===== config.mk =====
export PLATFORM = sky130hd
export DESIGN_NAME = bird_physics_fsm
export DESIGN_NICKNAME = d
export VERILOG_FILES = /design/src/rtl/game_pkg.sv /design/src/rtl/bird_integrator.sv /design/src/rtl/bird_physics_fsm.sv
export SDC_FILE = /design/constraint.sdc
export NUM_CORES = 1
export LEC_CHECK = 0
export ABC_AREA = 1
export CAP_MARGIN = 20
export CORE_UTILIZATION = 59
export DETAILED_ROUTE_END_ITERATION = 7
export PLACE_DENSITY_LB_ADDON = 0.05
export SLEW_MARGIN = 10
export SYNTH_ARGS = -nofsm -noshare
export SYNTH_HDL_FRONTEND = slang
export SYNTH_SLANG_ARGS = --single-unit

===== constraint.sdc =====
create_clock -name clock -period 8.5 [get_ports clock]
set_clock_uncertainty 0.2 [all_clocks]
set_input_delay 1.275 -clock clock [delete_from_list [all_inputs] [get_ports clock]]
set_output_delay 1.275 -clock clock [all_outputs]
set_load 0.02 [all_outputs]

===== src/rtl/game_pkg.sv =====
// Shared definitions for the bird game: state encoding, default physics constants
// and the score width used by the single- and multi-bird variants.
package game_pkg;

  localparam int SCORE_W = 10;

  localparam int DEF_Y_W        = 9;
  localparam int DEF_V_W        = 8;
  localparam int DEF_BIRD_X     = 140;
  localparam int DEF_Y_START    = 240;
  localparam int DEF_Y_MIN      = 0;
  localparam int DEF_Y_MAX      = 479;
  localparam int DEF_BIRD_H     = 16;
  localparam int DEF_FLAP_V     = 10;
  localparam int DEF_GRAVITY    = 1;
  localparam int DEF_MAX_FALL   = 12;
  localparam int DEF_DEAD_TICKS = 50;

  typedef logic [1:0] game_state_t;

  localparam game_state_t ST_IDLE    = 2'd0;
  localparam game_state_t ST_PLAYING = 2'd1;
  localparam game_state_t ST_PAUSED  = 2'd2;
  localparam game_state_t ST_DEAD    = 2'd3;

endpackage


===== src/rtl/bird_integrator.sv =====
// One physics step for a bird: flap/gravity velocity update with terminal
// velocity, then position integration clamped to the ceiling and floor.
import game_pkg::*;

module bird_integrator #(
  parameter int Y_W      = DEF_Y_W,
  parameter int V_W      = DEF_V_W,
  parameter int Y_MIN    = DEF_Y_MIN,
  parameter int Y_MAX    = DEF_Y_MAX,
  parameter int BIRD_H   = DEF_BIRD_H,
  parameter int FLAP_V   = DEF_FLAP_V,
  parameter int GRAVITY  = DEF_GRAVITY,
  parameter int MAX_FALL = DEF_MAX_FALL
) (
  input  logic signed [V_W-1:0] velocity_i,
  input  logic        [Y_W-1:0] bird_y_i,
  input  logic                  flap_i,
  output logic signed [V_W-1:0] v_new_o,
  output logic        [Y_W-1:0] y_new_o,
  output logic                  hit_floor_o,
  output logic                  hit_ceiling_o
);

  localparam int YS_W = ((Y_W > V_W) ? Y_W : V_W) + 2;

  localparam logic signed [V_W:0]    MAX_V    = (V_W+1)'(MAX_FALL);
  localparam logic signed [V_W:0]    FLAP_VEL = (V_W+1)'(-FLAP_V);
  localparam logic signed [V_W:0]    GRAV_V   = (V_W+1)'(GRAVITY);
  localparam logic signed [YS_W-1:0] FLOOR_Y  = YS_W'(Y_MAX - BIRD_H);
  localparam logic signed [YS_W-1:0] CEIL_Y   = YS_W'(Y_MIN);

  logic signed [V_W:0]    v_grav;
  logic signed [V_W:0]    v_sel;
  logic signed [YS_W-1:0] y_sum;

  // Velocity is widened by one bit so gravity cannot wrap before saturation.
  always_comb begin
    v_grav = $signed({velocity_i[V_W-1], velocity_i}) + GRAV_V;
    if (flap_i) begin
      v_sel = FLAP_VEL;
    end else if (v_grav > MAX_V) begin
      v_sel = MAX_V;
    end else begin
      v_sel = v_grav;
    end

    y_sum = $signed({{(YS_W-Y_W){1'b0}}, bird_y_i})
          + $signed({{(YS_W-V_W-1){v_sel[V_W]}}, v_sel});

    hit_floor_o   = (y_sum >= FLOOR_Y);
    hit_ceiling_o = !hit_floor_o && (y_sum <= CEIL_Y);
    v_new_o       = v_sel[V_W-1:0];

    if (hit_floor_o) begin
      y_new_o = FLOOR_Y[Y_W-1:0];
    end else if (hit_ceiling_o) begin
      y_new_o = CEIL_Y[Y_W-1:0];
    end else begin
      y_new_o = y_sum[Y_W-1:0];
    end
  end

endmodule


===== src/rtl/bird_physics_fsm.sv =====
// Single-bird game core: state machine, per-tick physics, score and high score.
// Define FLAP_EDGE_EN to make a flap event the rising edge of flap instead of its level.
import game_pkg::*;

module bird_physics_fsm #(
  parameter int Y_W        = DEF_Y_W,
  parameter int V_W        = DEF_V_W,
  parameter int SCORE_W    = game_pkg::SCORE_W,
  parameter int BIRD_X     = DEF_BIRD_X,
  parameter int Y_START    = DEF_Y_START,
  parameter int Y_MIN      = DEF_Y_MIN,
  parameter int Y_MAX      = DEF_Y_MAX,
  parameter int BIRD_H     = DEF_BIRD_H,
  parameter int FLAP_V     = DEF_FLAP_V,
  parameter int GRAVITY    = DEF_GRAVITY,
  parameter int MAX_FALL   = DEF_MAX_FALL,
  parameter int DEAD_TICKS = DEF_DEAD_TICKS
) (
  input  logic                      clock,
  input  logic                      reset,
  input  logic                      tick,
  input  logic                      flap,
  input  logic                      pause,
  input  logic                      pass_pipe,
  input  logic                      hit_pipe,
  output logic [1:0]                game_state,
  output logic [7:0]                bird_x,
  output logic [Y_W-1:0]            bird_y,
  output logic signed [V_W-1:0]     velocity,
  output logic [SCORE_W-1:0]        current_score,
  output logic [SCORE_W-1:0]        highest_score
);

  localparam int DC_W = $clog2(DEAD_TICKS + 1);
  localparam logic [DC_W-1:0] DEAD_MAX  = DC_W'(DEAD_TICKS);
  localparam logic [Y_W-1:0]  Y_SPAWN   = Y_W'(Y_START);
  localparam logic [SCORE_W-1:0] ONE_PT = SCORE_W'(1);

  game_state_t         state_q, state_d;
  logic [Y_W-1:0]      y_q, y_d;
  logic signed [V_W-1:0] v_q, v_d;
  logic [SCORE_W-1:0]  score_q, score_d;
  logic [SCORE_W-1:0]  high_q, high_d;
  logic                pend_q, pend_d;
  logic [DC_W-1:0]     dcnt_q, dcnt_d;
  logic                flap_ev;

  logic signed [V_W-1:0] v_new;
  logic [Y_W-1:0]        y_new;
  logic                  hit_floor, hit_ceiling;

`ifdef FLAP_EDGE_EN
  logic flap_q;
  always_ff @(posedge clock or posedge reset) begin
    if (reset) flap_q <= 1'b0;
    else       flap_q <= flap;
  end
  assign flap_ev = flap & ~flap_q;
`else
  assign flap_ev = flap;
`endif

  // A flap arriving on the same clock as the tick is applied on that tick.
  bird_integrator #(
    .Y_W(Y_W), .V_W(V_W), .Y_MIN(Y_MIN), .Y_MAX(Y_MAX), .BIRD_H(BIRD_H),
    .FLAP_V(FLAP_V), .GRAVITY(GRAVITY), .MAX_FALL(MAX_FALL)
  ) u_integrator (
    .velocity_i    (v_q),
    .bird_y_i      (y_q),
    .flap_i        (pend_q | flap_ev),
    .v_new_o       (v_new),
    .y_new_o       (y_new),
    .hit_floor_o   (hit_floor),
    .hit_ceiling_o (hit_ceiling)
  );

  always_comb begin
    state_d = state_q;
    y_d     = y_q;
    v_d     = v_q;
    score_d = score_q;
    high_d  = high_q;
    pend_d  = pend_q;
    dcnt_d  = dcnt_q;
    case (state_q)
      ST_IDLE: begin
        y_d = Y_SPAWN;
        v_d = '0;
        if (flap_ev) begin
          state_d = ST_PLAYING;
          score_d = '0;
          pend_d  = 1'b1;
        end
      end
      ST_PLAYING: begin
        if (flap_ev) pend_d = 1'b1;
        if (tick) begin
          y_d    = y_new;
          v_d    = (hit_floor || hit_ceiling) ? '0 : v_new;
          pend_d = 1'b0;
        end
        // A death on this clock swallows any simultaneous pass or pause.
        if (hit_pipe || (tick && hit_floor)) begin
          state_d = ST_DEAD;
          dcnt_d  = '0;
        end else begin
          if (pass_pipe && (score_q != '1)) score_d = score_q + ONE_PT;
          if (pause) state_d = ST_PAUSED;
        end
      end
      ST_PAUSED: begin
        if (!pause) state_d = ST_PLAYING;
      end
      ST_DEAD: begin
        if (tick && (dcnt_q != DEAD_MAX)) dcnt_d = dcnt_q + 1'b1;
        if (flap_ev && (dcnt_q == DEAD_MAX)) begin
          state_d = ST_IDLE;
          y_d     = Y_SPAWN;
          v_d     = '0;
          pend_d  = 1'b0;
        end
      end
      default: state_d = ST_IDLE;
    endcase

    if ((state_q == ST_PLAYING) && (state_d == ST_DEAD) && (score_d > high_q)) begin
      high_d = score_d;
    end
  end

  always_ff @(posedge clock or posedge reset) begin
    if (reset) begin
      state_q <= ST_IDLE;
      y_q     <= Y_SPAWN;
      v_q     <= '0;
      score_q <= '0;
      high_q  <= '0;
      pend_q  <= 1'b0;
      dcnt_q  <= '0;
    end else begin
      state_q <= state_d;
      y_q     <= y_d;
      v_q     <= v_d;
      score_q <= score_d;
      high_q  <= high_d;
      pend_q  <= pend_d;
      dcnt_q  <= dcnt_d;
    end
  end

  assign game_state    = state_q;
  assign bird_x        = 8'(BIRD_X);
  assign bird_y        = y_q;
  assign velocity      = v_q;
  assign current_score = score_q;
  assign highest_score = high_q;

endmodule


==> results of run 1 <==
==> cell usage in the layout (no fill, tap or decap) <==
master           instances
or2_2                    1
xor2_2                   1
clkbuf_8                 5
xnor2_1                  1
dfstp_2                  4
o22ai_1                  4
dfrtp_1                 42
nor2_2                   1
conb_1                   8
nand3_2                  3
nand3_1                 44
inv_2                    3
o31ai_1                  1
nand2_4                  1
nand2_1                161
o211ai_1                 2
clkdlybuf4s50_1         45
or2_4                    1
xor2_1                  17
clkinvlp_4               2
o21ai_1                  4
o21bai_1                 2
buf_4                    1
inv_6                    1
nor3_2                   1
a21oi_2                  2
o21ai_4                  1
ha_1                    25
inv_1                   67
nor3_1                   6
nor2_1                  42
fa_1                     1
nor4_1                   2
nand3b_1                 2
a211oi_1                 1
nand4_1                  5
nand2_2                  7
a21oi_1                 11
o21ai_0                 26
==> path summary, 6_finish.rpt <==
path                             start               end  slack [ns]  cells past startpoint
setup / recovery                  flap  highest_score[7]        1.99                     28
hold / removal                  pend_q            pend_q        0.30                      2
setup reg to reg           velocity[0]  highest_score[7]        2.34                     34
hold reg to reg                 pend_q            pend_q        0.30                      2
max in group asynchronous        reset       velocity[1]        6.23                      2
min in group asynchronous        reset  highest_score[4]        1.29                      2
==> worst min-delay path: stages (launching register included) <==
cell	delay (ns)
dfrtp_1	0.37
nand2_1	0.06
nand2_1	0.05
==> flip-flops by register name, indices dropped and copies added (netlist names) <==
| name | cells |
|---|---|
| game_state | 2 |
| velocity | 8 |
| dcnt_q | 6 |
| highest_score | 10 |
| current_score | 10 |
| pend_q | 1 |
| bird_y | 9 |
==> area by class of cell <==
| type | count | area [um2] |
|---|---|---|
| sequential | 46 | 1156 |
| inverter | 70 | 262.8 |
| tap | 72 | 90.09 |
| multi-input combinational | 384 | 2033 |
| clock inverter | 3 | 23.77 |
| fill | 459 | 1549 |
| clock buffer | 5 | 68.82 |
| timing repair buffer | 46 | 457.9 |
==> layer usage <==
layer / share of wire [%] / vias to the layer above / track usage (%)
li1: - / 1691 / -
met1: 52 / 1540 / 42.84
met2: 43 / 119 / 44.05
met3: 4.4 / 6 / 2.857
met4: 0.78 / 0 / 5.818
met5: 0 / - / 0
==> kinds of logic after synthesis <==
kind of cell / count (synthesis)
AOI/OAI and AO/OA: 54
other: 2
adders and majority gates: 26
and+or+nand+nor: 277
xor gates and xnor gates: 19
buffers and inverters: 84
DFF: 46
==> power by group through the flow <==
stage | sequential [W] | combinational, W | clock (W)
global placement | 0.000405 | 0.00104 | 0
finish | 0.000404 | 0.00109 | 0.000139
global route | 0.000418 | 0.00122 | 0.000149
floorplan | 0.000471 | 0.000678 | 0
detailed placement | 0.000405 | 0.00107 | 0
CTS | 0.000402 | 0.00108 | 0.000141
==> through the flow <==
stage                     worst slack [ns]  util, %  total power (W)  cell area, um2  instances
after floorplan                      3.329        -         0.001149            3556        514
after global placement               1.922    70.90         0.001448            4000        618
after detailed placement             1.685    70.90         0.001471            4000        618
after CTS                            2.006    72.54         0.001624            4093        626
after global routing                 1.416    72.54         0.001783            4093        626
final                                1.995    72.54         0.001629            4093        626
==> flow_summary.ini, run 1 <==
[run_status]
status = complete, no violations

[timing]
report.final.setup_viol = 0
fmax_mhz = 153.7
period_needed_ns = 6.506
final.setup.tns_ns = 0
slew_viol_final = 0
slew_headroom_pct = 29.50
worstMarginPinSlew_ns = 1.046
finalHoldViolations = 0
period_share_pct = 76.54
timing.hold.ws_ns = 0.2977
rsz0062_at_grt = no

[synthesis]
yosys_warnings = 0
yosys-top-cells-count = 161 x nand2_1, 68 x inv_1, 44 x nand3_1, 42 x dfrtp_1, 42 x nor2_1
synthXorXnorAreaFrac_pct = 4.922
syn_inst = 508
synthDistinctLibCells = 38
synth_edf_count = 0
synth.area.mux_share_pct = 0
netlist_area_mm2 = 0.003533
synth_top_area_cell = dfrtp_1
synth_most_common_cell = nand2_1
synth_area_leaders = dfrtp_1 30%, nand2_1 17%, ha_1 8.9%, inv_1 7.2%, nand3_1 6.2%
synth_top_area_share_pct = 29.75
synth_compound_area_share_pct = 8.746
ys.flop_type = dfrtp_1
syn_area_per_cell_um2 = 6.955
synthSimpleGateAreaFrac_pct = 33.60
ys_async_sr_fraction_pct = 100.0
synth_adder_area_share_pct = 9.419
synth_top_family_by_area = simple AND/OR/NAND/NOR gates
synth.ff_latch_count = 46
ys_seq_area_share_pct = 32.72

[critical_path]
critPathRequiredTime_ns = 8.55
crit_family = simple AND/OR/NAND/NOR gates
critPathMaxStageDelay_ns = 0.54
crit_fanout = 12
critPathKind = in -> reg
path_common_cell = nand2_1
cp-end-kind = register
startpoint_type = input port
crit_path_top_delay_cell = nor2_1
cp_num_buf_inv = 4
arrival_ns = 6.55

[floorplan]
rows = 27
io-pin-count = 54
die_area_mm2 = 0.006302
die_x_um = 79.39
design.core.area_mm2 = 0.005642
start_util_pct = 62.63
die_h_um = 79.39

[global_route]
antenna_found_initial = 0
grtUsageTotal_pct = 28.35
grt_pass1_vias = 3040
grt_overflow_total = 0
grt_max_degree = 47
grt_pass1_wl_um = 13970

[placed_design]
port_buffers = 45
place_congestion = 0.8799
dp_hpwl_um = 6348

[cts]
cts_root_buf = clkbuf_8
tritoncts = yes
cts_buffers = 5
cts_num_sinks = 46
post_cts_resized = 0
clock_latency_ns = 0.31
post_cts_buffers = 0
clkTransAtPathRegs_ns = 0.10
hold_buffers = 0
clockBufferDepth = 2
htree_num_levels = 2

[detailed_routing]
vias_per_cell = 5.361
wl_per_cell_um = 13.26
vias = 3356
drt_iter0_drc = 223
drc = 0
firstDrtPassIters = 5
antenna_left = 0
drt-total-wl_um = 8300

[min_path]
hold_class = reg -> reg

[power_and_ir_drop]
power.switching_w = 0.0008628
power.density_mw_per_mm2 = 398.1
power_leakage_nw = 2.080
power_frac_seq_pct = 24.8
p_clk_share_pct = 8.6
power.internal_w = 0.0007667
combPwrFrac_pct = 66.7
peakVddDrop_mv = 0.2185
p_sw_share_pct = 52.95

[finish]
drive_gt1_share_pct = 6.318
n_antenna_cell = 0
syn2layout_area_growth_pct = 15.83
final_nets = 586

[job]
cap_violations = 0
Power figures use the tool's default switching activity.
==> run 2, diff against run 1 <==
--- a/config.mk
+++ b/config.mk
@@ -7,7 +7,7 @@
 export LEC_CHECK = 0
 export ABC_AREA = 1
 export CAP_MARGIN = 20
-export CORE_UTILIZATION = 59
+export CORE_UTILIZATION = 55
 export DETAILED_ROUTE_END_ITERATION = 7
 export PLACE_DENSITY_LB_ADDON = 0.05
 export SLEW_MARGIN = 10
==> constraint.sdc (replaced) <==
create_clock -name clock -period 6.6 [get_ports clock]
set_clock_uncertainty 0.2 [all_clocks]
set_input_delay 0.99 -clock clock [delete_from_list [all_inputs] [get_ports clock]]
set_output_delay 0.99 -clock clock [all_outputs]
set_load 0.02 [all_outputs]
==> flow_summary.ini, run 2 (synthesized netlist as in run 1, its figures left out) <==
[detailed_routing]
vias_per_cell = 5.347
wl_per_cell_um = 13.45
firstDrtPassIters = 4
drc = 0
drt-total-wl_um = 8502
vias = 3379
drt_iter0_drc = 250
antenna_left = 0

[critical_path]
arrival_ns = 5.92
cp-end-kind = register
ff2ff_setup_slack_ns = 0.69
critPathRequiredTime_ns = 6.61
path_common_cell = nand2_1
critPathKind = reg -> reg
crit_path_top_delay_cell = dfrtp_1
crit_fanout = 12
critPathMaxStageDelay_ns = 0.46
startpoint_type = register

[cts]
clockBufferDepth = 2
clock_latency_ns = 0.31
post_cts_buffers = 0
cts_root_buf = clkbuf_8
htree_num_levels = 2
hold_buffers = 0
cts_num_sinks = 46
cts_buffers = 5
post_cts_resized = 0
clkTransAtPathRegs_ns = 0.09
tritoncts = yes

[global_route]
met1_usage_pct = 35.01
grt_overflow_total = 0
antenna_found_initial = 0
grtUsageTotal_pct = 26.84
grt_max_degree = 47
grt-busiest-layer = met2
grt_pass1_vias = 3084
grt_util_met3_pct = 5.055
grt_pass1_wl_um = 13720
met2_usage_pct = 44.88

[floorplan]
rows = 28
die_area_mm2 = 0.006749
die_h_um = 82.15
die_x_um = 82.15
io-pin-count = 54
design.core.area_mm2 = 0.006061
start_util_pct = 58.30

[job]
cap_violations = 0

[power_and_ir_drop]
power_leakage_nw = 2.115
peakVddDrop_mv = 0.3249
power.density_mw_per_mm2 = 515.8

[finish]
n_antenna_cell = 0
fillCellCount = 535
mostFrequentLayoutCells = 161 x nand2_1, 67 x inv_1, 45 x clkdlybuf4s50_1
fin_util_pct = 68.46
layout_commonest_cell = nand2_1
syn2layout_area_growth_pct = 17.42
final_nets = 589
drive_gt1_share_pct = 6.822

[timing]
report.final.setup_viol = 0
fmax_mhz = 169.2
period_share_pct = 89.53
worstMarginPinSlew_ns = 1.034
finalHoldViolations = 0
slew_viol_final = 0
rsz0062_at_grt = no
period_needed_ns = 5.909
final.setup.tns_ns = 0
slew_headroom_pct = 30.83

[placed_design]
place_congestion = 0.9622
dp_hpwl_um = 6519
port_buffers = 45

[run_status]
status = complete, no violations

[min_path]
hold_class = reg -> reg
-- run 2: final cells by class --
type	count	area, um2	area share (%)
tap	75	93.84	2.262
multi-input combinational	384	2033	49.00
clock buffer	5	68.82	1.659
sequential	46	1156	27.86
timing repair buffer	49	490.5	11.82
inverter	70	262.8	6.333
clock inverter	3	43.79	1.055
-- run 2: power by group --
group | leakage (nW) | switching (W) | internal, W
sequential | 0.593 | 0.000123 | 0.000395
clock | 0.0585 | 0.000106 | 0.000114
combinational | 1.46 | 0.000882 | 0.000520
-- run 2: metrics by stage --
stage | total power (W) | instance area, um2 | hold slack, ns | worst slack, ns | instances
floorplan | 0.001480 | 3556 | 0.2426 | 1.556 | 514
global placement | 0.001870 | 4011 | 0.2673 | 0.8275 | 622
detailed placement | 0.001901 | 4011 | 0.2942 | 0.6574 | 622
CTS | 0.002131 | 4124 | 0.3190 | 0.7321 | 630
global route | 0.002336 | 4149 | 0.3328 | 0.07512 | 632
finish | 0.002140 | 4149 | 0.3167 | 0.6908 | 632
-- run 2: path summary, 6_finish.rpt --
check	startpoint	endpoint	cells past startpoint
max reg2reg	velocity[0]	highest_score[5]	34
min	highest_score[4]	highest_score[4]	2
min reg2reg	highest_score[4]	highest_score[4]	2
max in group asynchronous	reset	bird_y[6]	3
max	velocity[0]	highest_score[5]	34
min in group asynchronous	reset	dcnt_q[0]	2
-- run 2: layer usage --
layer | vias to the layer above | wire, um
met5 | - | 0
met4 | 0 | 140
li1 | 1697 | -
met3 | 13 | 441
met1 | 1575 | 3999
met2 | 94 | 3921
-- run 2: worst max-delay path: cells and delay by family (launching register included) --
| family | cells | cell delay, ns |
|---|---|---|
| xor gates and xnor gates | 2 | 0.41 |
| adders and majority gates | 4 | 1.14 |
| AOI/OAI and AO/OA | 2 | 0.27 |
| and+or+nand+nor | 23 | 2.89 |
| buffers and inverters | 3 | 0.43 |
| DFF | 1 | 0.46 |
==> run 3, diff against run 2 <==
--- a/config.mk
+++ b/config.mk
@@ -10,6 +10,7 @@
 export CORE_UTILIZATION = 55
 export DETAILED_ROUTE_END_ITERATION = 7
 export PLACE_DENSITY_LB_ADDON = 0.05
+export RECOVER_POWER = 100
 export SLEW_MARGIN = 10
 export SYNTH_ARGS = -nofsm -noshare
 export SYNTH_HDL_FRONTEND = slang
==> flow_summary.ini, run 3 (synthesized netlist as in run 1, its figures left out) <==
[run_status]
status = complete, no violations

[cts]
cts_num_sinks = 46
cts_root_buf = clkbuf_8
clockBufferDepth = 2
hold_buffers = 0
post_cts_resized = 0
htree_num_levels = 2
clock_latency_ns = 0.31
tritoncts = yes
clkTransAtPathRegs_ns = 0.09
post_cts_buffers = 0
cts_buffers = 5

[power_and_ir_drop]
p_clk_share_pct = 10.5
peakVddDrop_mv = 0.3078
combPwrFrac_pct = 64.9
power.internal_w = 0.0009855
power_frac_seq_pct = 24.6
p_sw_share_pct = 52.64
power.switching_w = 0.001095
power.density_mw_per_mm2 = 506.9
power_leakage_nw = 2.171

[placed_design]
place_congestion = 0.9622
dp_hpwl_um = 6519
placed_cells = 622
port_buffers = 45
preCtsSetupSlack_ns = 0.6574

[critical_path]
crit_path_top_delay_cell = clkdlybuf4s50_1
crit_fanout = 12
startpoint_type = input port
critPathRequiredTime_ns = 6.61
cp-end-kind = register
cp_num_buf_inv = 4
critPathMaxStageDelay_ns = 0.46
arrival_ns = 5.95
crit_family = simple AND/OR/NAND/NOR gates
critPathKind = in -> reg
path_common_cell = nand2_1

[detailed_routing]
wl_per_cell_um = 13.40
antenna_left = 0
drt-total-wl_um = 8466
drt_iter0_drc = 215
drc = 0
vias = 3385
vias_per_cell = 5.356
firstDrtPassIters = 7

[finish]
fin_util_pct = 67.73
regArea_mm2 = 0.001156
fillCellCount = 544
syn2layout_area_growth_pct = 16.18
layout.cells.non_filler = 632
drive_gt1_share_pct = 5.206
mostFrequentLayoutCells = 164 x nand2_1, 68 x inv_1, 46 x nand3_1
n_antenna_cell = 0
layout_commonest_cell = nand2_1
final_nets = 589
multi_input_area_mm2 = 0.002012

[floorplan]
io-pin-count = 54
die_area_mm2 = 0.006749
rows = 28
die_h_um = 82.15
start_util_pct = 58.30
die_x_um = 82.15
design.core.area_mm2 = 0.006061

[global_route]
grt_overflow_total = 0
grtUsageTotal_pct = 26.84
grt_pass1_vias = 3084
antenna_found_initial = 0
grt_pass1_wl_um = 13720
grt_max_degree = 47

[timing]
finalHoldViolations = 0
slew_headroom_pct = 0.7154
setup_slack_ns = 0.6600
worstMarginPinSlew_ns = 1.489
final.setup.tns_ns = 0
period_needed_ns = 5.940
slew_viol_final = 0
fmax_mhz = 168.4
report.final.setup_viol = 0
rsz0062_at_grt = no
period_share_pct = 90.00
timing.hold.ws_ns = 0.3107

[job]
cap_violations = 0

[min_path]
hold_class = reg -> reg
## run 3: power by group through the flow
stage               Clock [W]  Combinational, W  Sequential, W
detailed placement          0           0.00138       0.000521
global route         0.000231           0.00152       0.000532
floorplan                   0          0.000874       0.000606
global placement            0           0.00135       0.000518
finish               0.000219           0.00135       0.000512
CTS                  0.000223           0.00139       0.000517
## run 3: final timing paths
kind,startpoint,endpoint,slack [ns],depth (start not counted)
min in group asynchronous,reset,dcnt_q[0],1.04,2
hold reg to reg,highest_score[4],highest_score[4],0.31,2
hold / removal,highest_score[4],highest_score[4],0.31,2
max in group asynchronous,reset,current_score[1],3.36,3
setup / recovery,flap,highest_score[5],0.66,25
setup reg to reg,velocity[0],highest_score[5],0.71,34
## run 3: worst min-delay path: stages, from the launching register on
cell and delay (ns):
dfrtp_1 0.37, nand2_1 0.06, nand2_1 0.06
## run 3: per-layer routing
layer	wire [um]	vias up	global-route usage [%]	part of all wire, %
li1	-	1695	-	-
met1	3921	1568	35.01	46
met4	143	0	8.246	1.7
met5	0	-	0	0
met2	3894	107	44.88	46
met3	507	15	5.055	6.0
## run 3: final cells by class
cell class,instances,share of cell area [%]
multi-input cells,384,49.01
well taps,75,2.286
clock buffers,5,1.676
flip-flops and latches,46,28.16
clock inverters,3,1.067
inverters,70,6.400
repair buffers,49,11.40
## run 3: through the flow
stage,power (W),instance area [um2]
2_1_floorplan,0.001480,3556
3_3_place_gp,0.001870,4011
3_5_place_dp,0.001901,4011
4_1_cts,0.002131,4124
5_1_grt,0.002279,4105
6_report,0.002081,4105
